===== src/rtl/mandel_pkg.sv =====
// Shared definitions for the Mandelbrot pixel scheduler: screen defaults,
// scheduler states and the iteration-count to RGB444 colour map.
package mandel_pkg;

  localparam int H_RES_DEF = 640;
  localparam int V_RES_DEF = 480;
  localparam int RGB_W     = 12;

  typedef enum logic [1:0] {
    ST_IDLE,
    ST_DISPATCH,
    ST_DRAIN,
    ST_DONE
  } state_t;

  // Points that reached the iteration limit are inside the set and drawn black.
  function automatic logic [RGB_W-1:0] colour_map(input logic [7:0] res,
                                                  input logic [7:0] max_ite);
    if (res >= max_ite) return '0;
    return {res[3:0], res[5:2], res[7:4]};
  endfunction

endpackage


===== src/rtl/mandel_pixel_sched_if.sv =====
// Engine dispatch/collect signals and the frame-buffer write port.
// master: the scheduler; slave: the engine pool plus frame buffer.
interface mandel_pixel_sched_if #(
  parameter int NUM_ENG = 4,
  parameter int ADDR_W  = 19
);
  import mandel_pkg::*;

  logic [NUM_ENG-1:0]   eng_start;
  logic [9:0]           eng_x;
  logic [8:0]           eng_y;
  logic [7:0]           eng_max;
  logic [NUM_ENG-1:0]   eng_done;
  logic [NUM_ENG*8-1:0] eng_ite;
  logic [ADDR_W-1:0]    addrA;
  logic [RGB_W-1:0]     dinA;
  logic                 wea;

  modport master (
    output eng_start, eng_x, eng_y, eng_max, addrA, dinA, wea,
    input  eng_done, eng_ite
  );

  modport slave (
    input  eng_start, eng_x, eng_y, eng_max, addrA, dinA, wea,
    output eng_done, eng_ite
  );
endinterface


===== src/rtl/mandel_rr_arbiter.sv =====
// Round-robin arbiter: the search starts just after the last granted index.
// advance commits the current grant as the new starting point.
module mandel_rr_arbiter #(
  parameter int N = 4
) (
  input  logic         clk,
  input  logic         reset,
  input  logic [N-1:0] req,
  output logic [N-1:0] grant,
  input  logic         advance
);
  localparam int IW = (N > 1) ? $clog2(N) : 1;

  logic [IW-1:0] last;
  logic [IW-1:0] grant_idx;
  logic [N-1:0]  above;
  logic [N-1:0]  hi_req;

  // Prefer requests above the last grant; wrap to the lowest request otherwise.
  always_comb begin
    // NOTE: every combinational output gets a default first so no path leaves it unassigned (no latch).
    above = '0;
    for (int i = 0; i < N; i++) above[i] = (i > int'(last));
    hi_req = req & above;
    if (|hi_req) grant = hi_req & (~hi_req + N'(1));
    else         grant = req & (~req + N'(1));
  end

  // Encode the one-hot grant for the pointer update.
  always_comb begin
    grant_idx = '0;
    for (int i = 0; i < N; i++) if (grant[i]) grant_idx = IW'(i);
  end

  // Pointer resets to the top index so the first search begins at index 0.
  always_ff @(posedge clk or negedge reset) begin
    // NOTE: sequential state uses non-blocking assignments so every flop samples pre-edge values.
    if (!reset)                 last <= IW'(N - 1);
    else if (advance && |grant) last <= grant_idx;
  end
endmodule


===== src/rtl/mandel_pixel_sched.sv =====
// Frame scheduler: walks the screen in raster order, dispatches pixels to the
// lowest free engine, collects results and writes colour-mapped pixels to the
// frame buffer one per cycle in round-robin order.
// Optional macro MANDEL_SCHED_STATS_EN adds a per-frame cycle counter.
module mandel_pixel_sched
  import mandel_pkg::*;
#(
  parameter int NUM_ENG = 4,
  parameter int H_RES   = H_RES_DEF,
  parameter int V_RES   = V_RES_DEF,
  parameter int ADDR_W  = 19
) (
  input  logic                 clk,
  input  logic                 reset,
  input  logic                 start,
  input  logic [7:0]           max_ite,
  output logic                 busy,
  output logic                 frame_done,
  output logic [8:0]           remain,
  output logic [31:0]          frame_cycles,
  mandel_pixel_sched_if.master bus
);
  localparam int         IW     = (NUM_ENG > 1) ? $clog2(NUM_ENG) : 1;
  localparam logic [9:0] X_LAST = 10'(H_RES - 1);
  localparam logic [8:0] Y_LAST = 9'(V_RES - 1);
  localparam logic [8:0] V_ROWS = 9'(V_RES);

  state_t state, state_nxt;

  logic [9:0]        x;
  logic [8:0]        y;
  logic [ADDR_W-1:0] addr;

  logic [NUM_ENG-1:0] outstanding, pending;
  logic [NUM_ENG-1:0] free, sel_oh, set_mask, done_mask, grant;
  logic [IW-1:0]      grant_idx;
  logic               dispatch, last_pix;

  logic [ADDR_W-1:0] tag [NUM_ENG];
  logic [7:0]        res [NUM_ENG];

  logic [NUM_ENG-1:0] eng_start_q;
  logic [9:0]         eng_x_q;
  logic [8:0]         eng_y_q;
  logic [7:0]         eng_max_q;
  logic [ADDR_W-1:0]  addr_q;
  logic [RGB_W-1:0]   din_q;
  logic               wea_q;

  // Engine selection, result capture masks and grant index.
  always_comb begin
    free      = ~outstanding & ~pending;
    sel_oh    = free & (~free + NUM_ENG'(1));
    dispatch  = (state == ST_DISPATCH) && (|free);
    set_mask  = dispatch ? sel_oh : '0;
    done_mask = bus.eng_done & outstanding;
    last_pix  = (x == X_LAST) && (y == Y_LAST);
    grant_idx = '0;
    for (int i = 0; i < NUM_ENG; i++) if (grant[i]) grant_idx = IW'(i);
  end

  mandel_rr_arbiter #(.N(NUM_ENG)) u_wb_arb (
    .clk     (clk),
    .reset   (reset),
    .req     (pending),
    .grant   (grant),
    .advance (|pending)
  );

  // State register.
  always_ff @(posedge clk or negedge reset) begin
    if (!reset) state <= ST_IDLE;
    else        state <= state_nxt;
  end

  // Next-state logic.
  always_comb begin
    state_nxt = state;
    case (state)
      ST_IDLE:     if (start) state_nxt = ST_DISPATCH;
      ST_DISPATCH: if (dispatch && last_pix) state_nxt = ST_DRAIN;
      ST_DRAIN:    if (~|outstanding && ~|pending) state_nxt = ST_DONE;
      ST_DONE:     state_nxt = ST_IDLE;
      default:     state_nxt = ST_IDLE;
    endcase
  end

  // Raster counters, engine flags and registered engine/frame-buffer outputs.
  always_ff @(posedge clk or negedge reset) begin
    if (!reset) begin
      x           <= '0;
      y           <= '0;
      addr        <= '0;
      outstanding <= '0;
      pending     <= '0;
      eng_start_q <= '0;
      eng_x_q     <= '0;
      eng_y_q     <= '0;
      eng_max_q   <= '0;
      addr_q      <= '0;
      din_q       <= '0;
      wea_q       <= 1'b0;
    end else begin
      eng_start_q <= set_mask;
      if (state == ST_IDLE && start) begin
        x         <= '0;
        y         <= '0;
        addr      <= '0;
        eng_max_q <= max_ite;
      end
      if (dispatch) begin
        eng_x_q <= x;
        eng_y_q <= y;
        addr    <= addr + ADDR_W'(1);
        if (x == X_LAST) begin
          x <= '0;
          y <= y + 9'd1;
        end else begin
          x <= x + 10'd1;
        end
      end
      outstanding <= (outstanding | set_mask) & ~done_mask;
      pending     <= (pending | done_mask) & ~grant;
      wea_q       <= |grant;
      if (|grant) begin
        addr_q <= tag[grant_idx];
        din_q  <= colour_map(res[grant_idx], eng_max_q);
      end
    end
  end

  // Per-engine pixel address and result; only read while the engine's flag is set.
  always_ff @(posedge clk) begin
    // NOTE: these arrays carry no reset; outstanding/pending qualify every read, so stale contents are never used.
    for (int i = 0; i < NUM_ENG; i++) begin
      if (set_mask[i])  tag[i] <= addr;
      if (done_mask[i]) res[i] <= bus.eng_ite[i*8 +: 8];
    end
  end

  assign busy       = (state != ST_IDLE);
  assign frame_done = (state == ST_DONE);
  assign remain     = (state == ST_IDLE) ? 9'd0 : V_ROWS - y;

  assign bus.eng_start = eng_start_q;
  assign bus.eng_x     = eng_x_q;
  assign bus.eng_y     = eng_y_q;
  assign bus.eng_max   = eng_max_q;
  assign bus.addrA     = addr_q;
  assign bus.dinA      = din_q;
  assign bus.wea       = wea_q;

`ifdef MANDEL_SCHED_STATS_EN
  logic [31:0] cyc_cnt;
  logic [31:0] frame_cycles_q;

  // Saturating count of non-idle cycles, published when the frame completes.
  always_ff @(posedge clk or negedge reset) begin
    if (!reset) begin
      cyc_cnt        <= '0;
      frame_cycles_q <= '0;
    end else begin
      if (state == ST_IDLE) begin
        if (start) cyc_cnt <= '0;
      end else if (cyc_cnt != 32'hFFFF_FFFF) begin
        cyc_cnt <= cyc_cnt + 32'd1;
      end
      if (state == ST_DONE) frame_cycles_q <= cyc_cnt;
    end
  end

  assign frame_cycles = frame_cycles_q;
`else
  assign frame_cycles = '0;
`endif
endmodule

===== src/flat_wrapper.sv =====
// flat-port wrapper written by rule: the top's interface ports become plain ports
module mandel_pixel_sched_flat import mandel_pkg::*;
#(
  parameter int NUM_ENG = 4,
  parameter int H_RES   = H_RES_DEF,
  parameter int V_RES   = V_RES_DEF,
  parameter int ADDR_W  = 19
)
  (clk, reset, start, max_ite, busy, frame_done, remain, frame_cycles, bus_eng_start, bus_eng_x, bus_eng_y, bus_eng_max, bus_addrA, bus_dinA, bus_wea, bus_eng_done, bus_eng_ite);
  mandel_pixel_sched_if #(.NUM_ENG(NUM_ENG), .ADDR_W(ADDR_W)) bus_i ();
  input  logic clk;
  input  logic reset;
  input  logic start;
  input  logic [7:0] max_ite;
  output logic busy;
  output logic frame_done;
  output logic [8:0] remain;
  output logic [31:0] frame_cycles;
  output wire logic [$bits(bus_i.eng_start)-1:0] bus_eng_start;
  output wire logic [$bits(bus_i.eng_x)-1:0] bus_eng_x;
  output wire logic [$bits(bus_i.eng_y)-1:0] bus_eng_y;
  output wire logic [$bits(bus_i.eng_max)-1:0] bus_eng_max;
  output wire logic [$bits(bus_i.addrA)-1:0] bus_addrA;
  output wire logic [$bits(bus_i.dinA)-1:0] bus_dinA;
  output wire logic [$bits(bus_i.wea)-1:0] bus_wea;
  input wire logic [$bits(bus_i.eng_done)-1:0] bus_eng_done;
  input wire logic [$bits(bus_i.eng_ite)-1:0] bus_eng_ite;
  assign bus_eng_start = bus_i.eng_start;
  assign bus_eng_x = bus_i.eng_x;
  assign bus_eng_y = bus_i.eng_y;
  assign bus_eng_max = bus_i.eng_max;
  assign bus_addrA = bus_i.addrA;
  assign bus_dinA = bus_i.dinA;
  assign bus_wea = bus_i.wea;
  assign bus_i.eng_done = bus_eng_done;
  assign bus_i.eng_ite = bus_eng_ite;
  mandel_pixel_sched #(.NUM_ENG(NUM_ENG), .H_RES(H_RES), .V_RES(V_RES), .ADDR_W(ADDR_W)) u_core (.clk(clk), .reset(reset), .start(start), .max_ite(max_ite), .busy(busy), .frame_done(frame_done), .remain(remain), .frame_cycles(frame_cycles), .bus(bus_i));
endmodule

===== config.mk =====
export PLATFORM = sky130hd
export DESIGN_NAME = mandel_pixel_sched_flat
export DESIGN_NICKNAME = d
export VERILOG_FILES = /design/src/rtl/mandel_pkg.sv /design/src/rtl/mandel_pixel_sched_if.sv /design/src/rtl/mandel_rr_arbiter.sv /design/src/rtl/mandel_pixel_sched.sv /design/src/flat_wrapper.sv
export SDC_FILE = /design/constraint.sdc
export NUM_CORES = 1
export LEC_CHECK = 0
export CORE_ASPECT_RATIO = 1.1
export CORE_MARGIN = 4
export CORE_UTILIZATION = 55
export CTS_CLUSTER_DIAMETER = 200
export DETAILED_ROUTE_END_ITERATION = 16
export GPL_ROUTABILITY_DRIVEN = 0
export PLACE_DENSITY = 0.82
export SETUP_SLACK_MARGIN = 0.2
export SLEW_MARGIN = 20
export SYNTH_ARGS = -nofsm -noshare
export SYNTH_HDL_FRONTEND = slang
export SYNTH_SLANG_ARGS = --single-unit

===== constraint.sdc =====
create_clock -name clk -period 6.05 [get_ports clk]
set_clock_uncertainty 0.2 [all_clocks]
set_input_delay 1.5125 -clock clk [delete_from_list [all_inputs] [get_ports clk]]
set_output_delay 1.5125 -clock clk [all_outputs]
set_load 0.005 [all_outputs]

Yosys cells after proc, flatten, opt, wreduce, memory -nomap -nowiden
Memories as Yosys holds them, arrays and structs flattened. A register that Yosys moved wholly into a read port is not among the register bits.
Index checks and enable logic that the tools add are counted.

cells by class
  $add $sub $neg = 7
  multipliers = 0
  divide/modulo/power cells = 0
  magnitude comparators = 4
  eq/ne operators = 8
  shift-type cells = 0
  mux-type cells = 47
  bitwise gates (word level) = 16
  reduce and logical (&&, ||, !) cells = 21

operators with widths
  operator                                                          count
  19-bit two-way mux                                                5
  19-bit OR reduction                                               3
  9-bit two-way mux                                                 4
  4-bit AND                                                         8
  10-bit two-way mux                                                3
  12-bit two-way mux                                                2
  4-bit inverter                                                    6
  1-bit two-way mux                                                 22
  4-bit OR reduction                                                5
  19-bit by 1-bit adder with 19-bit output (second input constant)  1
  2-bit two-way mux                                                 8
  4-bit by 1-bit adder with 4-bit output (second input constant)    3
  10-bit by 1-bit adder with 10-bit output (second input constant)  1
  10-bit == test (second input constant)                            1
  9-bit by 1-bit adder with 9-bit output (second input constant)    1
  9-bit == test (second input constant)                             1
  9-bit subtractor (first input constant)                           1
  8-bit greater-or-equal comparator                                 1
  4-bit two-way mux                                                 2
  4-bit bitwise OR                                                  2
  2-bit one-hot mux with 4 select lines                             1
  1-bit logical AND                                                 6
  2-bit == test (second input constant)                             2
  2-bit greater-than comparator (first input constant)              2
  8 further kinds                                                   12

storage, ports and cells
  register bits = 94
  latch bits = 0
  memory bits (writable) = 108
  ROM bits = 0
  bits of input ports = 47
  memories = 2

memory list
  name        words  bits a word  rd ports  clocked after Yosys merged registers in  write ports  line                      RTL
  u_core.tag  4      19           1         1                                        1            mandel_pixel_sched.sv:39  logic [ADDR_W-1:0] tag [NUM_ENG];
  u_core.res  4      8            1         0                                        4            mandel_pixel_sched.sv:40  logic [7:0] res [NUM_ENG];

Longest topological paths before layout
An unclocked memory read counts as a cell.

  depth in word-level cells = 14
  depth in mapped cells = 14

Cells and area by module
A second synthesis with hierarchy kept.

second synthesis, totals
  cells, all modules = 840
  area total of the unflattened synthesis = 9,605.5 µm²

modules (own cells, without submodules)
  module              instances  cells each  area an instance (µm²)  sequential area each (µm²)
  mandel_pixel_sched  1          815         9,406.5                 5,920.7
  mandel_rr_arbiter   1          25          198.9                   52.6

Worst setup path after synthesis
No wires, ideal clock.

  path kind = reg-to-reg
  start point = register u_core.state[1]
  end point = memory u_core.tag[3][0] (enable)
  library setup time = 0.450 ns
  arrival time = 2.903 ns
  setup slack = 2.497 ns
  cell stages (with the launch flop) = 5
  period minus slack after synthesis = 3.553 ns
  cells stage by stage = dfrtp_1 inv_1 ha_1 o221ai_1 nor4_1

RTL lines
  what                                                              line                       RTL
  from (decl)                                                       mandel_pixel_sched.sv:28   state_t state, state_nxt;
  from (signal assigned)                                            mandel_pixel_sched.sv:73   else state <= state_nxt;
  2-bit by 1-bit == test with 1-bit output *                        mandel_pixel_sched.sv:54   dispatch = (state == ST_DISPATCH) && (|free);
  1-bit logical AND *                                               mandel_pixel_sched.sv:54
  4-bit two-way mux *                                               mandel_pixel_sched.sv:55   set_mask = dispatch ? sel_oh : '0;
  net u_core.set_mask[3]                                            mandel_pixel_sched.sv:35   logic [NUM_ENG-1:0] free, sel_oh, set_mask, done_mask, grant;
  1-bit two-way mux *                                               mandel_pixel_sched.sv:136  if (set_mask[i]) tag[i] <= addr;
  1-bit two-way mux (not written as such) *                         mandel_pixel_sched.sv:136
  19-bit OR reduction (no line)                                     -
  2-bit two-way mux (no line) or 1-bit two-way mux (tied branches)  -
  to (decl)                                                         mandel_pixel_sched.sv:39

Mark *: on every way through the listed nets, which the timed path passes. The rest lies on a longest branch.

Worst setup path in the final report
  start point = register u_core.u_wb_arb.last[1]
  end point = register u_core.din_q[10], in the netlist u_core.bus.dinA[10]

on the way
  longest elaborated chain between the ends = 14

RTL lines
  what                                                      line                       RTL
  from (decl)                                               mandel_rr_arbiter.sv:14    logic [IW-1:0] last;
  from (signal assigned)                                    mandel_rr_arbiter.sv:38    if (!reset) last <= IW'(N - 1);
  from (signal assigned)                                    mandel_rr_arbiter.sv:39    else if (advance && |grant) last <= grant_idx;
  1-bit by 2-bit greater-than comparator with 1-bit output  mandel_rr_arbiter.sv:23    for (int i = 0; i < N; i++) above[i] = (i > int'(last));
  4-bit AND *                                               mandel_rr_arbiter.sv:24    hi_req = req & above;
  4-bit inverter                                            mandel_rr_arbiter.sv:25    if (|hi_req) grant = hi_req & (~hi_req + N'(1));
  4-bit by 1-bit adder with 4-bit output                    mandel_rr_arbiter.sv:25
  4-bit AND                                                 mandel_rr_arbiter.sv:25
  4-bit two-way mux *                                       mandel_rr_arbiter.sv:25
  1-bit two-way mux                                         mandel_pixel_sched.sv:59   for (int i = 0; i < NUM_ENG; i++) if (grant[i]) grant_idx = IW'(i);
  2-bit two-way mux (2 in series)                           mandel_pixel_sched.sv:59
  memory read 4 x 8 bit                                     -
  8-bit greater-or-equal comparator                         mandel_pkg.sv:19           if (res >= max_ite) return '0;
  1-bit two-way mux                                         mandel_pkg.sv:19
  1-bit two-way mux                                         mandel_pixel_sched.sv:125  if (|grant) begin
  12-bit two-way mux                                        mandel_pkg.sv:20           return {res[3:0], res[5:2], res[7:4]};
  to (signal assigned)                                      mandel_pixel_sched.sv:127  din_q <= colour_map(res[grant_idx], eng_max_q);
  to (decl)                                                 mandel_pixel_sched.sv:47   logic [RGB_W-1:0] din_q;

Mark *: on every way between the ends. The rest lies on a longest branch, timed or not. The select of a mux whose other input is x is not followed.
A chain may end at the register's enable or synchronous reset.

==> metrics.md <==
| Metric | Value |
|---|---|
| Setup Fix Bufs, Post-CTS | 0 |
| Relative slew slack | 23.3% |
| Maxcap violations | 0 |
| Maximum clock rate | 224 MHz |
| Initial DRC Count | 580 |
| # H-tree levels | 1 |
| Hold Startpoint | u_core.bus.eng_y[0] |
| Startpoint types | register |
| Post-placement cell area | 10700 µm² |
| CTS tree | yes |
| RSZ-0062 raised after global routing | no |
| Clock root buffer master | clkbuf_16 |
| Critical Path AT | 4.70 ns |
| Die area | 19400 µm² |
| Routed vias | approximately 6700 |
| Worst ir drop on vdd | 0.000350 V |
| Antenna Cells | 0 |
| Number of primary I/O pins | 153 |
| Worst R2R Start | u_core.u_wb_arb.last[1] |
| First-pass GRT wire length | 34400 µm |
| CP required | ~6.3 ns |
| Clock tree buffer depth | 3 |
| Status | complete, no violations |
| Seq/Total Area, Yosys | 63.2% |
| HPWL Detailed | 13700 µm |
| Reg-to-reg critical path endpoint | u_core.bus.dinA[10] |
| Crit-path cells | mux2i_1 > a2bb2oi_1 > nand2_1 > o32a_1 > nand2_1 > ha_1 > nand2b_1 > a211oi_1 > o21ai_0 > a31oi_1 > a32o_1 |
| Hold path depth | 2 |
| Distinct cells, synth | a little over 60 |
| Hold Crit Endpoint | u_core.bus.eng_y[0] |
| Hold Buf Count CTS | 0 |
| Final Cycle Share | 73.8% |
| Synthesized area | 9460 µm² |
| Vias in the first global route | 6704 |
| Fill cells | 1201 |
| Remaining antenna violation count | 0 |
| Worst r2r path cells | 11 |
| Actual slew at the worst max-slew pin | 1.15 ns |
| DRC | 0 |
| Crit-path leading delay family | compound AO/OA/AOI/OAI gates |
| Seq cells post-synth | roughly 220 |
| Die Wd | 133 µm |
| Nets | between 900 and 1000 |
| Yosys warning total | 0 |
| WP buf/inv | 0 |
| Antenna violations before repair | 0 |
| Hold Path Class | register to register |
| Clk sinks | approximately 220 |
| Register-to-register setup slack | between 1.5 and 2 ns |
| Slowest stage delay, CP | approximately 0.7 ns |
| Mean post-synth cell area | between 10 and 15 µm² |
| Inserted Clock Buffers | 23 |
| Final Critical Period | 4.46 ns |
| Row Count | 50 |
| Crit path top cell by count | nand2_1 |
| Initial Util | 55.8% |
| Leakage | 4.45 nW |
| Setup tns final | 0 ns |
| Slowest cell on the critical path | nand2_1 |
| Final setup vio count | 0 |
| Endpoints failing hold | 0 |
| Worst Path Max Fanout | 27 |
| Drt first pass iters | 5 |
| Worst Setup End Kind | register |
| Commonest cells after routing, fill and taps aside | nand2_1, clkdlybuf4s50_1, edfxtp_1, dfrtp_1, o21ai_0 |
| Area delta synth->final | 21.2% |
| Design Area, Final | 11500 µm² |
| WS Path Type | register to register |
| CP Depth | 11 |
| Largest net degree at the start of global routing | 76 |
| Asr flop ratio synth | 50.2% |
| Skew-Pair Late Insertion Delay | 0.50 ns |
| CORE AREA | 17000 µm² |
| Vias per cell | 5.76 |
| GRT Total Usage | 21.8% |
| EDFF count, synth | 108 |
| Cells after Synth | 805 |
| Post-Route WL | approximately 22000 µm |
| GR Overflow Total | 0 |
| Input/output buffers | 120 |
| Top FF cell, synth | edfxtp_1 |
| Die Ht | between 100 and 150 µm |
| Cell area power density | 545 nW/µm² |
| Max-slew violation count | 0 |
| Post-CTS Resized | 0 |
| Share of layout cells above drive strength 1 | around 6.7% |
| Reg clk slew, reported paths | 0.06 ns |
| WL per Instance | 18.6 µm |
## synth_stat cells, drive strengths merged (8+ instances only)
master / instances / area share, %
o211ai: 21 / 1.7
and2: 17 / 1.1
inv: 20 / 0.79
buf: 55 / 3.9
nand3: 19 / 1.1
mux2: 9 / 1.1
nand2: 119 / 4.7
o22ai: 20 / 1.3
nor2: 42 / 1.7
o221ai: 20 / 1.9
clkbuf: 24 / 0.95
a21oi: 18 / 0.99
dfrtp: 107 / 28
o21ai: 61 / 3.2
nor3: 16 / 0.85
ha: 16 / 2.1
a32o: 8 / 0.85
edfxtp: 108 / 34
## state kept, by name, summed over array words and instances, names as in the netlist, 4 cells and up
name,count
u_core.tag,76
u_core.res,32
u_core.addr,19
u_core.bus.addrA,19
u_core.bus.eng_x,10
u_core.x,10
u_core.bus.eng_y,9
u_core.y,9
u_core.bus.dinA,8
u_core.bus.eng_max,8
u_core.bus.eng_start,4
u_core.outstanding,4
u_core.pending,4
## power breakdown
group / total (mW) / internal, mW / switching (mW)
Combinational: 2.36 / 1.01 / 1.35
Clock: 1.41 / 0.865 / 0.544
Sequential: 2.48 / 2.14 / 0.340
Total: 6.24 / 4.01 / 2.23
## metal layers
metal,global-route usage [%],wire length (µm),vias to the layer above
met5,0,0,-
met4,7.74,546,0
met3,3.84,1410,45
met2,36.7,10800,267
met1,28.5,8770,3254
li1,-,-,3108
## worst register-to-register path, stage by stage, from the launching register on
cell,delay [ns]
dfstp_2,0.68
mux2i_1,0.23
a2bb2oi_1,0.24
nand2_1,0.70
o32a_1,0.64
nand2_1,0.09
ha_1,0.22
nand2b_1,0.15
a211oi_1,0.25
o21ai_0,0.13
a31oi_1,0.60
a32o_1,0.27
## worst max path at each step
stage,endpoint,from
floorplan,u_core.tag[3][0],u_core.state[1]
global placement,u_core.bus.dinA[7],u_core.u_wb_arb.last[1]
detailed placement,u_core.bus.dinA[10],u_core.u_wb_arb.last[1]
CTS,remain[8],u_core.y[0]
global route,u_core.bus.dinA[10],u_core.u_wb_arb.last[1]
finish,u_core.bus.dinA[10],u_core.u_wb_arb.last[1]
## logic make-up (layout without fill, tap and decap cells)
logic type	count (synthesis)	in the layout	synth area share, %
buffers and inverters	99	187	5.62
AO/OA/AOI/OAI	205	205	15.0
adder cells (fa/ha/maj)	16	16	2.12
other	1	32	0.0397
AND/OR/NAND/NOR	246	246	11.8
XOR/XNOR	10	10	0.926
flip-flops	217	217	63.2
multiplexers	11	11	1.28
## per-stage QoR
stage                     hold slack, ns  std cells  util [%]  setup WS (ns)  power [mW]
after floorplan                    0.270        836         -           2.50        3.93
after global placement             0.263       1117      63.0           1.90        4.70
after detailed placement           0.262       1117      63.0           1.81        4.80
after CTS                          0.283       1158      67.5           1.71        6.25
after global routing               0.302       1158      67.6           1.38        6.60
final                              0.275       1158      67.6           1.59        6.24
## final cells by class
class	count	area, µm²	share of cell area [%]
clock buffer	32	639	5.58
timing repair buffer	126	1240	10.9
clock inverter	9	125	1.09
multi-input combinational	520	3110	27.1
tap	234	293	2.56
sequential	217	5970	52.1
inverter	20	75.1	0.655
Power figures use the tool's default switching activity.
